<file path="src/rtl/seq_det_scheduler.sv">
// Bit-serial front end for a one-bit sequence detector: accepts a word, optionally clears
// the detector, shifts the word out MSB-first and reports how often det_y fired in the window.
module seq_det_scheduler #(
    parameter int unsigned WIDTH      = 8,
    parameter int unsigned CNT_W      = 4,
    parameter int unsigned DET_LAT    = 1,
    parameter int unsigned CLEAR_EACH = 1
) (
    input  logic             clk,
    input  logic             reset,
    input  logic             in_valid,
    output logic             in_ready,
    input  logic [WIDTH-1:0] in_data,
    output logic             det_x,
    input  logic             det_y,
    output logic             det_clear,
    output logic             out_valid,
    input  logic             out_ready,
    output logic [CNT_W-1:0] out_count,
    output logic             out_hit
);

    localparam int unsigned LAST_T = WIDTH + DET_LAT - 1;
    localparam int unsigned TW     = $clog2(LAST_T + 2);

    typedef enum logic [2:0] {IDLE, CLEAR, SHIFT, DRAIN, REPORT} state_e;

    state_e           state_q, state_d;
    logic [WIDTH-1:0] sreg_q, sreg_d;
    logic [TW-1:0]    t_q, t_d;
    logic [CNT_W-1:0] count_q, count_d;
    logic [CNT_W-1:0] out_count_q, out_count_d;
    logic             in_window;
    logic             shift_last;
    logic             drain_last;

    // t counts cycles since the first SHIFT cycle; det_y lags det_x by DET_LAT cycles
    generate
        if (DET_LAT == 0) begin : g_win_mealy
            assign in_window = 1'b1;
        end else begin : g_win_lat
            assign in_window = (t_q >= TW'(DET_LAT));
        end
    endgenerate

    assign shift_last = (t_q == TW'(WIDTH - 1));
    assign drain_last = (t_q == TW'(LAST_T));

    always_ff @(posedge clk) begin
        if (reset) begin
            state_q <= IDLE;
        end else begin
            state_q <= state_d;
        end
    end

    always_comb begin
        state_d = state_q;
        case (state_q)
            IDLE:    if (in_valid) state_d = (CLEAR_EACH != 0) ? CLEAR : SHIFT;
            CLEAR:   state_d = SHIFT;
            SHIFT:   if (shift_last) state_d = (DET_LAT > 0) ? DRAIN : REPORT;
            DRAIN:   if (drain_last) state_d = REPORT;
            REPORT:  if (out_ready) state_d = IDLE;
            default: state_d = IDLE;
        endcase
    end

    always_ff @(posedge clk) begin
        if (reset) begin
            sreg_q      <= '0;
            t_q         <= '0;
            count_q     <= '0;
            out_count_q <= '0;
        end else begin
            sreg_q      <= sreg_d;
            t_q         <= t_d;
            count_q     <= count_d;
            out_count_q <= out_count_d;
        end
    end

    always_comb begin
        sreg_d      = sreg_q;
        t_d         = t_q;
        count_d     = count_q;
        out_count_d = out_count_q;
        case (state_q)
            IDLE: begin
                if (in_valid) begin
                    sreg_d  = in_data;
                    t_d     = '0;
                    count_d = '0;
                end
            end
            SHIFT, DRAIN: begin
                if (state_q == SHIFT) sreg_d = sreg_q << 1;
                t_d = t_q + TW'(1);
                if (in_window && det_y && (count_q != '1)) count_d = count_q + CNT_W'(1);
            end
            default: ;
        endcase
        // Result register updates only on entry to REPORT so out_count holds between words
        if ((state_q == SHIFT || state_q == DRAIN) && state_d == REPORT) out_count_d = count_d;
    end

    always_comb begin
        in_ready  = (state_q == IDLE) && !reset;
        det_clear = reset || (state_q == CLEAR);
        det_x     = !reset && (state_q == SHIFT) && sreg_q[WIDTH-1];
        out_valid = !reset && (state_q == REPORT);
        out_count = out_count_q;
        out_hit   = |out_count_q;
    end

endmodule

</file>
<file path="config.mk">
export PLATFORM = sky130hd
export DESIGN_NAME = seq_det_scheduler
export DESIGN_NICKNAME = d
export VERILOG_FILES = /design/src/rtl/seq_det_scheduler.sv
export SDC_FILE = /design/constraint.sdc
export NUM_CORES = 1
export LEC_CHECK = 0
export ABC_AREA = 1
export BUFFER_PORTS_ARGS = -buffer_cell sky130_fd_sc_hd__buf_2
export CORE_ASPECT_RATIO = 0.7
export CORE_MARGIN = 1.5
export CORE_UTILIZATION = 58
export DETAILED_ROUTE_END_ITERATION = 10
export PLACE_DENSITY = 0.81
export SLEW_MARGIN = 10
export SYNTH_ARGS = -nofsm -noshare
export SYNTH_HDL_FRONTEND = slang
export SYNTH_SLANG_ARGS = --single-unit
</file>
<file path="constraint.sdc">
create_clock -name clk -period 2.05 [get_ports clk]
set_input_delay 0.1025 -clock clk [delete_from_list [all_inputs] [get_ports clk]]
set_output_delay 0.1025 -clock clk [all_outputs]
set_load 0.02 [all_outputs]
</file>
== Word level (Yosys, flattened, before mapping) ==
Index checks and enable logic that the tools add are counted.

* $add $sub $neg: 2
* Multipliers: 0
* Div/mod/pow operators: 0
* $lt $le $gt $ge: 1
* Eq/ne operators: 10
* Shift-type cells: 0
* Mux-type cells: 13
* Bitwise logic cells: 0
* Reductions and logical operators: 16

{| class="wikitable"
|+ Operators by type and width
! cell !! number
|-
| 8-bit 2-to-1 mux || 2
|-
| 4-bit case mux with 2 select lines || 2
|-
| 8-bit case mux with 2 select lines || 1
|-
| 3-bit case mux with 5 select lines || 1
|-
| 3-bit 2-to-1 mux || 4
|-
| 4-bit 2-to-1 mux || 3
|-
| 4-bit by 1-bit adder with 4-bit output, second input constant || 2
|-
| 1-bit logical AND || 7
|-
| 3-bit by 2-bit equality test with 1-bit output, second input constant || 2
|-
| 3-bit equality test, second input constant || 2
|-
| 4-bit by 3-bit equality test with 1-bit output, second input constant || 1
|-
| 4-bit equality test, second input constant || 1
|-
| 4-bit by 1-bit >= comparator with 1-bit output, second input constant || 1
|-
| 2-bit inequality test, second input constant || 2
|-
| 4-bit inequality test, second input constant || 1
|-
| 4-bit OR reduction || 1
|-
| 3-bit by 1-bit equality test with 1-bit output, second input constant || 1
|-
| 3-bit logical NOT || 1
|-
| 3-bit AND reduction || 1
|-
| 1-bit logical OR || 2
|-
| 2-bit AND reduction || 1
|-
| 2-bit nonzero test || 1
|-
| 2-bit OR reduction || 1
|-
| 1-bit logical NOT || 1
|}

* Flip-flop bits (word level): 23
* Bits in latches: 0
* Bits in writable memories: 0
* Memory bits (read-only): 0
* Bits of input ports: 13
* Output and inout bits: 9
* Logic and storage cells: 47
* Memories kept: 0

== Logic depth before layout (Yosys ltp) ==
Gate-level depths: netlist of the first run.

* Depth in word-level cells: 5
* Mapped depth: 11
* Mapped depth without buffers: 11

== Least setup slack after synthesis of the first run ==
No wires, ideal clock.

* Kind: flip-flop to flip-flop
* From: register t_q[0]
* To: register out_count_q[2] (netlist: out_count[2])
* Library setup time: 109 ps
* Data arrival time: 1,224 ps
* Data required time: 1,941 ps
* Slack: 716 ps
* Cell stages (with the launch flop): 11
* Path buffers: 0
* Period minus slack after synthesis: 1,334 ps
* Cell sequence: dfxtp_1 -> inv_1 -> ha_1 -> inv_1 -> nor2_1 -> nand2_1 -> nand3_1 -> o21bai_1 -> nand3_1 -> nand2_1 -> inv_1

* Word-level cells in the longest chain between the ends: 5
* Elaborated cells on any way between the ends: 12
* Those cells by class: order compare: 1; eq/ne: 3; mux: 5; reduce/logical: 3

{| class="wikitable"
|+ RTL lines
! item !! RTL line !! source
|-
| from (decl) || 30 || <nowiki>logic [TW-1:0] t_q, t_d;</nowiki>
|-
| from (signal assigned) || 77 || <nowiki>t_q <= t_d;</nowiki>
|-
| 4-bit by 1-bit >= comparator with 1-bit output (tied with other cells) || 42 || <nowiki>assign in_window = (t_q >= TW'(DET_LAT));</nowiki>
|-
| 1-bit logical AND (tied with other cells) || 99 || <nowiki>if (in_window && det_y && (count_q != '1)) count_d = count_q + CNT_W'(1);</nowiki>
|-
| 1-bit logical AND / 3-bit case mux with 5 select lines (equally long branches) || 99, 59 ||
|-
| 4-bit 2-to-1 mux / 3-bit equality test (equally long branches) || 99, 104 ||
|-
| 4-bit case mux with 2 select lines / 1-bit logical AND (equally long branches) || 88, 104 ||
|-
| to (signal assigned) || 79 || <nowiki>out_count_q <= out_count_d;</nowiki>
|-
| to (decl) || 32 || <nowiki>logic [CNT_W-1:0] out_count_q, out_count_d;</nowiki>
|}

Parallel ways exist; a longest one is shown, timed or not.
A chain may end at the register's enable or synchronous reset.

== Worst setup path after layout of the first run ==
* From: register state_q[2]
* To: output det_x

* Word-level cells in the longest chain between the ends: 3

{| class="wikitable"
|+ RTL lines
! item !! RTL line !! source
|-
| from (decl) || 28 || <nowiki>state_e state_q, state_d;</nowiki>
|-
| from (signal assigned) || 53 || <nowiki>state_q <= state_d;</nowiki>
|-
| 3-bit by 2-bit equality test with 1-bit output || 110 || <nowiki>det_x = !reset && (state_q == SHIFT) && sreg_q[WIDTH-1];</nowiki>
|-
| 1-bit logical AND (2 in series) || 110 ||
|-
| to (decl) || 14 || <nowiki>output logic det_x,</nowiki>
|}

Every way passes these cells.

==> impl_metrics.json, run 1 <==
{
  "dpl.hpwl_mm": 1.95,
  "ys_top_cells_by_area": "dfxtp_1 (38%), nand2_1 (8.3%), a21oi_1 (7.8%), inv_1 (7.7%), nand3_1 (4.9%)",
  "viasPerCell": 5.37,
  "clk_path_buf_depth": 2,
  "ant_nets": 0,
  "globalplace.congestion": 0.902,
  "pwr-share-seq_pct": 57.6,
  "cts_buffers": 3,
  "netlist_area_sq_mm": 0.00122,
  "cp-start-kind": "flop",
  "clock_skew_ns": 0.00706,
  "post-route-min-period_ns": 1.61,
  "async_reset_ff_share_pct": 0,
  "ys.flop_type": "dfxtp_1",
  "p_sw_mw": 0.241,
  "post_cts_buffers": 0,
  "ios": 22,
  "cp_max_fo": 18,
  "rsz0062_at_grt": "false",
  "cts_resized": 0,
  "place_area_sq_mm": 0.00133,
  "status": "complete, but fails checks",
  "hold_viol_final": 0,
  "hold_buffers": 0,
  "synth_cell_types": 26,
  "slew_violations": 0,
  "synth_seq_cells": 23,
  "relSlewSlack_pct": 60.4,
  "whs_ns": 0.0854,
  "critPathMaxStageDelay_ns": 0.37,
  "setup_viol": 0,
  "setup.worst_path.class": "reg -> out",
  "wl_per_cell_um": 12.3,
  "timing.setup.tns_ns": 0,
  "arrival_ns": 1.51,
  "powerDensity_mw_per_mm2": 617,
  "path_buf_inv": 3,
  "p_int_mw": 0.596,
  "min_path_type": "in -> reg",
  "yosysMostFrequentCell": "nand2_1",
  "cp_top_family": "buffers and inverters",
  "synth_top_area_cell": "dfxtp_1",
  "p_comb_share_pct": 17.2,
  "place_ws_ns": 0.543,
  "dr.pass1.iters": 7,
  "cts_tree": "yes",
  "synthTopCellsByCount": "nand2_1 (27), inv_1 (25), dfxtp_1 (23), a21oi_1 (19), nand3_1 (12)",
  "grt_antenna_before_repair": 0,
  "grt_pass1_wl_mm": 4.07,
  "vias": 1133,
  "ys_seq_area_share_pct": 37.7,
  "clockPowerShare_pct": 25.1,
  "dieHeight_um": 41.4,
  "syn_avg_cell_area_sq_um": 7.27,
  "worst-slew-pin-transition_ns": 0.594,
  "synth_top_area_share_pct": 37.7,
  "cp.required_ns": 1.95,
  "final_area_sq_mm": 0.00136,
  "grt_pass1_vias": 907,
  "p_sw_share_pct": 28.8,
  "syn-num-nets": 185,
  "antenna_cells": 0,
  "cts_htree_levels": 1,
  "drtIter0Drc": 74,
  "dieArea_sq_mm": 0.00239,
  "yosys_warnings": 0,
  "cp_cell_sequence": "inv_2 > nand2_4 > inv_6 > nand2_1 > nor3_1 > buf_2",
  "synth_cells": 168,
  "clk_pin_slew_worst_paths_ns": 0.13,
  "endpoint_kind": "output pin",
  "violations": "design-rule violations",
  "cp_slowest_cell": "dfxtp_1",
  "drive_gt1_share_pct": 17.5,
  "wirelength_mm": 2.60,
  "port_buffers": 21,
  "cap_violations": 0,
  "vdd_drop_max_uv": 485,
  "fmax_mhz": 620,
  "nFillCells": 166,
  "synth_edf_count": 0,
  "grt_max_degree": 23,
  "start_util_pct": 63.6,
  "root_buffer": "clkbuf_4",
  "gr-total-overflow": 0,
  "syn2layout_area_growth_pct": 11.1,
  "clkLatencyLatePin_ns": 0.31,
  "timing.final.ws_setup_ns": 0.437,
  "core_sq_mm": 0.00192,
  "p_leak_nw": 0.645,
  "drc": 8,
  "die_x_um": 57.8,
  "finalCritPeriodShare_pct": 78.7,
  "rows": 13,
  "grt_use_total_pct": 23.6,
  "nNetsFinal": 207,
  "clock_sinks": 23
}
-- path summary, 6_finish.rpt --
kind	startpoint	slack, ns	cells past startpoint	endpoint
max	state_q[2]$_SDFF_PP0_	0.44	6	det_x
min	in_data[5]	0.09	4	sreg_q[5]$_SDFFE_PP0P_
max reg2reg	t_q[0]$_SDFFE_PP0P_	0.50	10	out_count[2]$_SDFFE_PP0P_
min reg2reg	sreg_q[0]$_SDFFE_PP0P_	0.47	2	sreg_q[0]$_SDFFE_PP0P_
-- kinds of logic (layout without fill, tap and decap cells) --
logic type                 count (synthesis)  count (layout)  synth area share (%)
AOI/OAI and AO/OA                         42              42                  20.0
xor gates and xnor gates                   1               1                 0.717
adders and majority gates                  4               4                  4.10
buffers and inverters                     32              53                  11.0
DFF                                       23              23                  37.7
and+or+nand+nor                           66              66                  26.5
-- layout make-up --
cell class	instances	area (sq um)	area share, %
clock buffers	4	26.3	1.94
inverters	28	110	8.12
multi-input cells	113	627	46.2
flip-flops and latches	23	460	33.9
well taps	22	27.5	2.03
repair buffers	21	105	7.75
-- registers in the layout, summed over array words and instances, names as in the netlist --
| signal | flops |
|---|---|
| state_q | 3 |
| count_q | 4 |
| out_count | 4 |
| sreg_q | 8 |
| t_q | 4 |
-- power groups by stage --
| stage | logic, mW | registers (mW) | clock network (mW) |
|---|---|---|---|
| 4_1_cts | 0.143 | 0.482 | 0.215 |
| 5_1_grt | 0.163 | 0.485 | 0.238 |
| 3_5_place_dp | 0.142 | 0.492 | 0 |
| 3_3_place_gp | 0.136 | 0.491 | 0 |
| 2_1_floorplan | 0.111 | 0.490 | 0 |
| 6_report | 0.144 | 0.482 | 0.210 |
-- worst reg2reg max path, delay by kind of cell, from the launching register on --
| family | cells | cell delay, ns |
|---|---|---|
| flops | 1 | 0.44 |
| simple gates | 5 | 0.43 |
| fa+ha+maj | 1 | 0.23 |
| compound gates | 1 | 0.19 |
| buf+inv | 3 | 0.17 |
-- layout by cell type, fill, tap and decap left out --
cell,n
a21oi_1,19
inv_1,25
clkbuf_4,3
nor2_1,10
o211ai_1,1
nand4_1,5
clkbuf_1,1
a21boi_1,1
nor2_8,1
a211oi_1,1
nand2_4,2
o21ai_2,1
buf_2,21
nor3_1,7
inv_2,2
nand2_1,27
dfxtp_1,23
nand3_2,1
xor2_1,1
inv_6,1
o21bai_1,1
ha_1,4
o21ai_0,10
nand3_1,12
o21a_1,8
nor2_2,1
-- routing by layer --
metal | track usage [%] | part of all wire (%)
met1 | 31.1 | 48
met4 | 5.81 | 0.69
met3 | 6.79 | 5.9
met5 | 0 | 0
met2 | 39.2 | 45
-- per-stage QoR --
stage | util (%) | power [mW] | instances
finish | 70.7 | 0.837 | 211
global route | 70.7 | 0.886 | 211
CTS | 70.7 | 0.840 | 211
detailed placement | 69.3 | 0.634 | 207
global placement | 69.3 | 0.627 | 207
floorplan | - | 0.600 | 168
Power figures use the tool's default switching activity.
==> run 2, diff against run 1 <==
--- a/config.mk
+++ b/config.mk
@@ -9,9 +9,9 @@
 export BUFFER_PORTS_ARGS = -buffer_cell sky130_fd_sc_hd__buf_2
 export CORE_ASPECT_RATIO = 0.7
 export CORE_MARGIN = 1.5
-export CORE_UTILIZATION = 58
+export CORE_UTILIZATION = 49
 export DETAILED_ROUTE_END_ITERATION = 10
-export PLACE_DENSITY = 0.81
+export PLACE_DENSITY = 0.72
 export SLEW_MARGIN = 10
 export SYNTH_ARGS = -nofsm -noshare
 export SYNTH_HDL_FRONTEND = slang
==> constraint.sdc (replaced) <==
create_clock -name clk -period 1.4 [get_ports clk]
set_input_delay 0.07 -clock clk [delete_from_list [all_inputs] [get_ports clk]]
set_output_delay 0.07 -clock clk [all_outputs]
set_load 0.02 [all_outputs]
==> impl_metrics.json, run 2 (synthesis gave the netlist of run 1 again) <==
{
  "hold_viol_final": 0,
  "setup.worst_path.class": "reg -> out",
  "endpoint_kind": "output pin",
  "timing.rr.start": "t_q[0]$_SDFFE_PP0P_",
  "r2r_slack_ns": 0.06,
  "cp.required_ns": 1.33,
  "ant_nets": 0,
  "wirelength_mm": 2.63,
  "grt_pass1_vias": 1071,
  "drc": 0,
  "relSlewSlack_pct": 63.6,
  "hold_depth": 4,
  "worst-slew-pin-transition_ns": 0.546,
  "setup_viol": 0,
  "clock_sinks": 23,
  "clk_pin_slew_worst_paths_ns": 0.12,
  "arrival_ns": 1.29,
  "clock_skew_ns": 0.00718,
  "fmax_mhz": 737,
  "holdPathEnd": "sreg_q[3]$_SDFFE_PP0P_",
  "grt_antenna_before_repair": 0,
  "post-route-min-period_ns": 1.36,
  "globalplace.congestion": 0.865,
  "cts_htree_levels": 1,
  "wl_per_cell_um": 11.4,
  "regMostFlops": "sreg_q",
  "clk_path_buf_depth": 2,
  "reg2reg_to": "out_count[2]$_SDFFE_PP0P_",
  "root_buffer": "clkbuf_4",
  "ios": 22,
  "final_common_cell": "nand2_1",
  "vdd_drop_max_uv": 441,
  "port_buffers": 21,
  "slew_violations": 0,
  "start_util_pct": 54.5,
  "cts_tree": "yes",
  "cp_max_fo": 4,
  "powerDensity_mw_per_mm2": 836,
  "final_area_sq_mm": 0.00151,
  "status": "complete, no violations",
  "cap_violations": 0,
  "nNetsFinal": 216,
  "dpl.hpwl_mm": 1.93,
  "grt_pass1_wl_mm": 4.42,
  "largest_register_ffs": 8,
  "p_leak_nw": 0.695,
  "dr.pass1.iters": 4,
  "finalCritPeriodShare_pct": 97.0,
  "r2r_cells": 10,
  "vias": 1158,
  "cp-start-kind": "flop",
  "rows": 14,
  "drive_gt1_share_pct": 30.8,
  "grt_use_total_pct": 20.1,
  "antenna_cells": 0,
  "syn2layout_area_growth_pct": 23.5,
  "cts_buffers": 3,
  "die_x_um": 62.7,
  "grt_max_degree": 23,
  "place_area_sq_mm": 0.00139,
  "core_sq_mm": 0.00224,
  "gr-total-overflow": 0,
  "hold_start": "in_data[3]",
  "most-common-layout-cells": "nand2_1 (25), inv_1 (22), buf_2 (20)",
  "dieHeight_um": 44.8,
  "viasPerCell": 5.03,
  "drtIter0Drc": 37,
  "total_power_mw": 1.26,
  "min_path_type": "in -> reg",
  "clkLatencyLatePin_ns": 0.32,
  "rsz0062_at_grt": "true",
  "hold_buffers": 0,
  "dieArea_sq_mm": 0.00281
}
run 2: worst max path at each step:
stage	endpoint	start	slack, ns
floorplan	out_count[2]$_SDFFE_PP0P_	t_q[0]$_SDFFE_PP0P_	0.07
global placement	out_count[2]$_SDFFE_PP0P_	t_q[0]$_SDFFE_PP0P_	0.09
detailed placement	out_count[2]$_SDFFE_PP0P_	t_q[0]$_SDFFE_PP0P_	0.02
CTS	det_x	state_q[2]$_SDFF_PP0_	0.01
global route	out_count[2]$_SDFFE_PP0P_	t_q[0]$_SDFFE_PP0P_	-0.04
finish	in_ready	state_q[1]$_SDFF_PP0_	0.04
run 2: stage by stage:
| step | setup TNS (ns) | worst slack (ns) | hold WS (ns) | utilization, % | cells |
|---|---|---|---|---|---|
| CTS | 0 | 0.0106 | 0.0443 | 63.5 | 228 |
| global route | -0.0523 | -0.0384 | 0.0664 | 67.2 | 230 |
| global placement | 0 | 0.0892 | 0.371 | 61.9 | 223 |
| floorplan | 0 | 0.0665 | 0.225 | - | 168 |
| detailed placement | 0 | 0.0218 | 0.382 | 61.9 | 223 |
| finish | 0 | 0.0426 | 0.0406 | 67.2 | 230 |
run 2: where the power goes:
part | switching (mW) | internal (mW)
combinational | 0.150 | 0.0949
sequential | 0.0168 | 0.689
clock | 0.198 | 0.112
total | 0.365 | 0.895
run 2: routing by layer:
metal / GRT usage [%] / part of all wire (%) / wire (um)
met1: 25.1 / 49 / 1300
met2: 34.4 / 45 / 1170
met3: 5.99 / 4.6 / 120
met4: 6.67 / 1.4 / 38
met5: 0 / 0 / 0
run 2: what timing repair did:
item,CTS,global route
buffers inserted,1,2
endpoints found under the setup margin,1,11
pin swaps,0,5
resized for setup,2,21
run 2: worst max-delay path: stages (launching register included):
cell     delay [ns]
dfxtp_2        0.37
inv_1          0.11
nand2_1        0.11
nor3_1         0.18
buf_2          0.20
run 2: cell type report:
type / instances / area (sq um)
Multi-Input combinational cell: 113 / 689
Timing Repair Buffer: 30 / 175
Fill cell: 215 / 734
Clock buffer: 4 / 26.3
Tap cell: 32 / 40.0
Inverter: 28 / 110
Sequential cell: 23 / 467
